### src/rtl/stack_unit.sv
`default_nettype none
// ============================================================================
// Module      : stack_unit
// Description : Hardware call/data stack for PUSH, POP, CALL and RET.
//               One request is accepted per IDLE cycle through a valid/ready
//               handshake. The request is executed against an internal
//               synchronous RAM in EXEC. Completion is reported in RESP with
//               a one-cycle done pulse.
// Ports       : clk, rst          - clock, async active-high reset
//               op_valid/op_ready - request handshake
//               StackOp           - 001 PUSH, 010 POP, 011 CALL, 100 RET
//               regval, PCin      - PUSH data, current PC (CALL stores PC+1)
//               done              - one-cycle completion pulse
//               pop_data          - last value returned by POP/RET
//               overflow/underflow- rejection flags, valid with done
//               stack_fault       - sticky OR of overflow/underflow
//               sp                - entry count / next free slot
// Revision    : 1.0 - initial release
// ============================================================================
module stack_unit #(
    parameter int DEPTH = 16,
    parameter int AW    = 4,
    parameter int DW    = 32
) (
    input  logic          clk,
    input  logic          rst,
    input  logic          op_valid,
    output logic          op_ready,
    input  logic [2:0]    StackOp,
    input  logic [DW-1:0] regval,
    input  logic [DW-1:0] PCin,
    output logic          done,
    output logic [DW-1:0] pop_data,
    output logic          overflow,
    output logic          underflow,
    output logic          stack_fault,
    output logic [AW:0]   sp
);

    localparam logic [2:0]  C_OP_PUSH = 3'b001;
    localparam logic [2:0]  C_OP_POP  = 3'b010;
    localparam logic [2:0]  C_OP_CALL = 3'b011;
    localparam logic [2:0]  C_OP_RET  = 3'b100;
    localparam logic [AW:0] C_SP_FULL = (AW + 1)'(DEPTH);

    typedef enum logic [1:0] {
        S_IDLE = 2'd0,
        S_EXEC = 2'd1,
        S_RESP = 2'd2
    } state_t;

    state_t        state_q, state_d;
    logic [AW:0]   sp_q, sp_d;
    logic [2:0]    op_q, op_d;
    logic [DW-1:0] wdata_q, wdata_d;
    logic          ovf_pend_q, ovf_pend_d;
    logic          udf_pend_q, udf_pend_d;
    logic          rd_ok_q, rd_ok_d;
    logic          fault_q, fault_d;
    logic [DW-1:0] pop_data_q, pop_data_d;

    logic [DW-1:0] mem [DEPTH];
    logic [DW-1:0] rd_data_q;

    logic          w_accept;
    logic          w_is_write;
    logic          w_full;
    logic          w_empty;
    logic          w_wr_en;
    logic          w_rd_en;
    logic [AW-1:0] w_wr_addr;
    logic [AW-1:0] w_rd_addr;

    // Reserved StackOp codes are not accepted at all, so they never
    // produce a done pulse and never leave IDLE.
    assign w_accept   = op_ready && op_valid &&
                        (StackOp >= C_OP_PUSH) && (StackOp <= C_OP_RET);
    assign w_is_write = (op_q == C_OP_PUSH) || (op_q == C_OP_CALL);
    assign w_full     = (sp_q == C_SP_FULL);
    assign w_empty    = (sp_q == '0);
    assign w_wr_en    = (state_q == S_EXEC) && w_is_write && !w_full;
    assign w_rd_en    = (state_q == S_EXEC) && !w_is_write && !w_empty;
    assign w_wr_addr  = sp_q[AW-1:0];
    assign w_rd_addr  = sp_q[AW-1:0] - AW'(1);

    always_comb begin
        state_d    = state_q;
        sp_d       = sp_q;
        op_d       = op_q;
        wdata_d    = wdata_q;
        ovf_pend_d = ovf_pend_q;
        udf_pend_d = udf_pend_q;
        rd_ok_d    = rd_ok_q;
        fault_d    = fault_q;
        pop_data_d = pop_data_q;
        case (state_q)
            S_IDLE: begin
                if (w_accept) begin
                    op_d    = StackOp;
                    wdata_d = (StackOp == C_OP_CALL) ? PCin + DW'(1) : regval;
                    state_d = S_EXEC;
                end
            end
            S_EXEC: begin
                ovf_pend_d = w_is_write && w_full;
                udf_pend_d = !w_is_write && w_empty;
                rd_ok_d    = w_rd_en;
                if (w_wr_en) begin
                    sp_d = sp_q + (AW + 1)'(1);
                end else if (w_rd_en) begin
                    sp_d = sp_q - (AW + 1)'(1);
                end
                state_d = S_RESP;
            end
            S_RESP: begin
                fault_d = fault_q | ovf_pend_q | udf_pend_q;
                if (rd_ok_q) begin
                    pop_data_d = rd_data_q;
                end
                state_d = S_IDLE;
            end
            default: state_d = S_IDLE;
        endcase
    end

    always_ff @(posedge clk or posedge rst) begin
        if (rst) begin
            state_q    <= S_IDLE;
            sp_q       <= '0;
            op_q       <= '0;
            wdata_q    <= '0;
            ovf_pend_q <= 1'b0;
            udf_pend_q <= 1'b0;
            rd_ok_q    <= 1'b0;
            fault_q    <= 1'b0;
            pop_data_q <= '0;
        end else begin
            state_q    <= state_d;
            sp_q       <= sp_d;
            op_q       <= op_d;
            wdata_q    <= wdata_d;
            ovf_pend_q <= ovf_pend_d;
            udf_pend_q <= udf_pend_d;
            rd_ok_q    <= rd_ok_d;
            fault_q    <= fault_d;
            pop_data_q <= pop_data_d;
        end
    end

    // Stack RAM: contents survive reset; read data is registered.
    always_ff @(posedge clk) begin
        if (w_wr_en) begin
            mem[w_wr_addr] <= wdata_q;
        end
        if (w_rd_en) begin
            rd_data_q <= mem[w_rd_addr];
        end
    end

    // Response outputs are decoded from flops only.
    assign op_ready    = (state_q == S_IDLE) && !rst;
    assign done        = (state_q == S_RESP);
    assign overflow    = (state_q == S_RESP) && ovf_pend_q;
    assign underflow   = (state_q == S_RESP) && udf_pend_q;
    assign stack_fault = fault_q;
    assign pop_data    = pop_data_q;
    assign sp          = sp_q;

endmodule
`default_nettype wire
### config.mk
export PLATFORM = sky130hd
export DESIGN_NAME = stack_unit
export DESIGN_NICKNAME = d
export VERILOG_FILES = /design/src/rtl/stack_unit.sv
export SDC_FILE = /design/constraint.sdc
export NUM_CORES = 1
export LEC_CHECK = 0
export BUFFER_PORTS_ARGS = -buffer_cell sky130_fd_sc_hd__buf_2
export CORE_MARGIN = 3
export CORE_UTILIZATION = 30
export CTS_CLUSTER_DIAMETER = 100
export DETAILED_ROUTE_END_ITERATION = 8
export PLACE_DENSITY = 0.54
export SLEW_MARGIN = 40
export SYNTH_ARGS = -nofsm -noshare
export SYNTH_HDL_FRONTEND = slang
export SYNTH_SLANG_ARGS = --single-unit
### constraint.sdc
create_clock -name clk -period 8.72 [get_ports clk]
set_clock_uncertainty 0.1 [all_clocks]
set_input_delay 0.436 -clock clk [delete_from_list [all_inputs] [get_ports clk]]
set_output_delay 0.436 -clock clk [all_outputs]
set_load 0.03 [all_outputs]
Word-level counts from Yosys, hierarchy flattened --
Memory sizes are Yosys's and may differ from the RTL's. A register that Yosys moved wholly into a read port is not among the register bits. Cells that the tools add are included.
Word-level totals: bits in read-only memories 0, bits in registers 78, input bits 70, RAM bits 512, output and inout port bits 42, logic and storage cells 55, memories kept 1, bits in latches 0
Memories:
- mem | words 16, width 32, rd ports 1, clocked after memory_dff 1, write ports 1, line 62 | logic [DW-1:0] mem [DEPTH];
Operators by class: multipliers 0, shifts and indexed selects 0, reduce and logical (&&, ||, !) cells 23, add/sub/neg operators 4, mux-type cells 7, divide/modulo/power cells 0, magnitude comparators 2, bitwise operators 2, equality and inequality tests 7
Operator list (number):
- 32-bit by 1-bit adder with 32-bit output, second input constant | 1
- 32-bit two-way mux | 1
- 1-bit logical AND | 12
- 5-bit two-way mux | 2
- 3-bit by 2-bit equality test with 1-bit output, second input constant | 2
- 2-bit AND reduction | 3
- 5-bit by 1-bit adder with 5-bit output, second input constant | 1
- 5-bit equality test, second input constant | 1
- 5-bit logical NOT | 1
- 5-bit by 1-bit subtractor with 5-bit output, second input constant | 1
- 1-bit logical NOT | 4
- 2-bit case mux with 2 select lines | 1
- 4-bit by 1-bit subtractor with 4-bit output, second input constant | 1
- 3-bit by 1-bit equality test with 1-bit output, second input constant | 1
- 3-bit by 1-bit >= comparator with 1-bit output, second input constant | 1
- 3-bit less-or-equal comparator, second input constant | 1
- 2-bit by 1-bit equality test with 1-bit output, second input constant | 1
- 2-bit equality test, second input constant | 1
- 2-bit logical NOT | 1
- 1-bit two-way mux | 2
- 2-bit two-way mux | 1
- 2-bit != test, second input constant | 1
- 1-bit OR | 2
- 2-bit nonzero test | 1
- 1-bit logical OR | 1

Longest topological paths before layout --
depth after elaboration 7, gate-level depth with buffers 14, gate-level depth less buffers 11

Least setup slack after synthesis --
Ideal clock, no wire load.
path kind flip-flop to flip-flop, from register sp_q[0] (netlist: sp[0]), to memory mem[3][0], enable pin, period minus slack after synthesis 4803 ps, stages on the path, launching flop included 10, library setup time 461 ps, buffers on the path 3, data required time 8159 ps, path slack 3917 ps, arrival 4242 ps, cells stage by stage dfrtp_1 -> clkbuf_1 -> buf_6 -> buf_6 -> inv_1 -> ha_1 -> and2_1 -> a21oi_1 -> nand2_1 -> nor3_1
On the way: longest elaborated chain between the ends 5
RTL lines:
- start: declaration | line 53 | logic [AW:0] sp_q, sp_d;
- start signal: assignment | line 139 | sp_q <= sp_d;
- 5-bit equality test | line 79 | assign w_full = (sp_q == C_SP_FULL);
- 1-bit logical NOT | line 81 | assign w_wr_en = (state_q == S_EXEC) && w_is_write && !w_full;
- 1-bit logical AND | line 81
- 1-bit two-way mux | line 152 | if (w_wr_en) begin
- 1-bit two-way mux (implied by the code) | line 153 | mem[w_wr_addr] <= wdata_q;
- end: declaration | line 62
Parallel ways exist; a longest one is shown, timed or not.

Final worst setup path --
from register sp_q[0] (netlist: sp[0]), to register rd_data_q[5] (read register of mem) (data pin)
On the way: elaborated cells on any way between the ends 4, classes of those cells add/sub (1); reduce/logical (3)
RTL lines:
- 4-bit by 1-bit subtractor with 4-bit output | line 84 | assign w_rd_addr = sp_q[AW-1:0] - AW'(1);
- net w_rd_addr[0] | line 72 | logic [AW-1:0] w_rd_addr;
- end: declaration | line 63 | logic [DW-1:0] rd_data_q;
The timed path passes the listed nets, and every way through them passes these cells. A chain may end at the register's enable or synchronous reset.

==> out/qor.yml <==
p_per_area_mw_per_mm2: 323
path_class: "flip-flop to flip-flop"
tns_ns: 0
peakVddDrop_mv: 0.245
nets: 1484
holdPathEnd: "wdata_q[22]$_DFFE_PP0P_"
wl_per_cell_um: 25.0
place_hpwl_um: 36800
fin_ws_ns: 4.74
r2r_cells: 5
numClockSinks: 621
track_usage_pct: 14.7
routed_wl_um: 63200
yosys_warnings: 0
slew-limit-headroom_pct: 46.2
num_rows: 105
critPathLaunchType: "flip-flop"
cts_made_buffers: 66
min_path_type: "input port to flip-flop"
cp_max_fo: 48
dieArea_mm2: 0.0865
synth_area_leaders: "edfxtp_1 66%, mux4_2 14%, dfrtp_1 7.7%"
vias: 12810
grt_pass1_vias: 13522
final_util_pct: 35.5
cts.clk_slew.worst_paths_ns: 0.06
layout-drive-gt1-share_pct: 32.2
dpl_worst_slack_ns: 4.65
overflow: 0
drv_slew: 0
netlist_area_mm2: 0.0249
seq_area_frac_synth_pct: 73.3
cp_common_cell: "mux4_2"
die_w_um: 294
ant_nets: 0
synth_top_area_cell: "edfxtp_1"
power.total_mw: 9.45
hold_path.startpoint: "regval[22]"
rrSetupSlack_ns: 4.74
cp_top_family: "buffers and inverters"
critical_path_buf_inv_count: 2
cts_tree: "done"
place_inst: 2402
final_hold_viol_count: 0
synthDistinctLibCells: 51
rsz0062_at_grt: "no"
dpl_cell_area_mm2: 0.0269
drc: 0
pin_count: 112
grt_pass1_wl_um: 92300
antenna_found_initial: 1
finalSetupViolations: 0
crit_start: "sp[0]$_DFFE_PP0P_"
fp.dieH_um: 294
clockBufferDepth: 3
vias_per_cell: 5.07
holdPathStages: 3
crit_slowest_cell: "dfrtp_4"
initial_core_util_pct: 30.3
coreArea_mm2: 0.0822
design_area_mm2: 0.0292
max_cap_viol_count: 0
grt_max_degree: 63
critPathArrivalTime_ns: 4.19
r2r-start: "sp[0]$_DFFE_PP0P_"
period_needed_ns: 3.98
r2r-end: "rd_data_q[5]$_DFFE_PP_"
worst_ep_required_time_ns: 8.93
fmax_mhz: 251
cp_cell_sequence: "inv_1 -> ha_4 -> buf_4 -> mux4_2 -> mux4_2"
whs_ns: 0.0529
synth_seq_cells: 621
end_kind: "flip-flop"
postSynthCellCount: 1253
clockRootBuffer: "clkbuf_16"
async_flop_share_pct: 12.4
insertion_delay_ns: 0.58
syn_nets: 1333
ys.flop_type: "edfxtp_1"
avgSynthCellArea_um2: 19.9
worst_pin_slew_ns: 0.805
slowest_delay_ns: 0.89
io_buffers: 111
syn_to_final_growth_pct: 17.3
htreeDepth: 3
synth_top_area_share_pct: 65.6
status: "complete, no violations"
p_leak_nw: 9.66
final_cells: 2528
period_share_pct: 45.6
cts_resized: 0
synth-edff-count: 544
drt_iter0_markers: 1173
dr.pass1.iters: 5
place_congestion: 0.744
==> metal layers <==
| layer | track usage, % | vias up | share of wire [%] |
|---|---|---|---|
| li1 | - | 5466 | - |
| met1 | 20.5 | 6817 | 44 |
| met2 | 22.6 | 439 | 46 |
| met3 | 4.08 | 88 | 7.9 |
| met4 | 3.74 | 0 | 2.0 |
| met5 | 0 | - | 0 |
==> worst register-to-register path: stages, from the launching register on <==
cell and delay [ns]:
dfrtp_4 0.89, inv_1 0.30, ha_4 0.77, buf_4 0.71
mux4_2 0.47, mux4_2 0.49
==> flip-flops by register name (all words and copies together) (netlist names) <==
name	count
mem	512
op_q	2
ovf_pend_q	1
pop_data	32
rd_data_q	32
rd_ok_q	1
sp	5
stack_fault	1
state_q	2
udf_pend_q	1
wdata_q	32
==> power breakdown <==
part | leakage (nW) | switching (mW) | internal [mW]
Clock | 1.09 | 1.11 | 1.76
Sequential | 5.83 | 0.291 | 3.61
Combinational | 2.74 | 1.32 | 1.36
==> logic make-up (layout without fill, tap and decap cells) <==
group,after synthesis,in the layout,synth area share (%)
other,0,1,0
multiplexers,201,201,16.3
AND/OR/NAND/NOR,167,167,3.34
buffers and inverters,78,282,1.58
adder cells (fa/ha/maj),10,10,0.532
flip-flops,621,621,73.3
XOR/XNOR,35,35,1.23
AO/OA/AOI/OAI,141,141,3.75
==> final cells by class <==
type / instances / area [um2]
fill: 7646 / 53000
clock inverter: 24 / 297
tap: 1070 / 1340
clock buffer: 97 / 1950
inverter: 9 / 36.3
timing repair buffer: 152 / 913
sequential: 621 / 18300
multi-input combinational: 554 / 6430
antenna: 1 / 2.50
==> how the worst max path moves through the flow <==
stage	cells past startpoint	end	slack, ns
after floorplan	9	mem[3][0]$_DFFE_PP_	3.92
after global routing	5	rd_data_q[5]$_DFFE_PP_	4.51
after CTS	5	rd_data_q[5]$_DFFE_PP_	4.64
final	5	rd_data_q[5]$_DFFE_PP_	4.74
after global placement	5	rd_data_q[4]$_DFFE_PP_	4.74
after detailed placement	5	rd_data_q[5]$_DFFE_PP_	4.65
==> Yosys cell counts, drive strengths merged, types with 18 or more instances <==
| library cell | n |
|---|---|
| a32o | 19 |
| nor2 | 24 |
| nand3 | 20 |
| mux2 | 32 |
| xnor2 | 18 |
| nand2 | 74 |
| dfrtp | 77 |
| a21oi | 29 |
| clkbuf | 38 |
| buf | 31 |
| mux4 | 160 |
| o21ai | 54 |
| edfxtp | 544 |
==> cell usage in the layout (no fill, tap or decap), types with 5 or more instances in the layout <==
cell type,instances
o211ai_1,6
nand3_1,19
xnor2_1,16
o21ai_1,8
mux2i_1,9
and3_1,8
o31ai_1,8
clkinv_1,7
nor2_4,12
ha_1,8
dfrtp_1,76
mux2_2,32
buf_4,33
clkbuf_16,72
o21ai_0,45
mux4_2,160
nor2_1,12
bufinv_16,7
xor2_1,17
clkbuf_8,5
inv_1,8
clkinv_2,7
nor3_1,5
clkbuf_1,20
a21oi_1,29
a32o_1,19
nand2_1,72
a221oi_1,12
nand4_1,7
edfxtp_1,544
buf_2,111
==> what timing repair did <==
item | in CTS | in global routing
hold buffers | 4 | 0
hold endpoints to repair | 44 | 0
setup buffers | 0 | 0
Note: power is estimated with default switching activity, not from simulation.
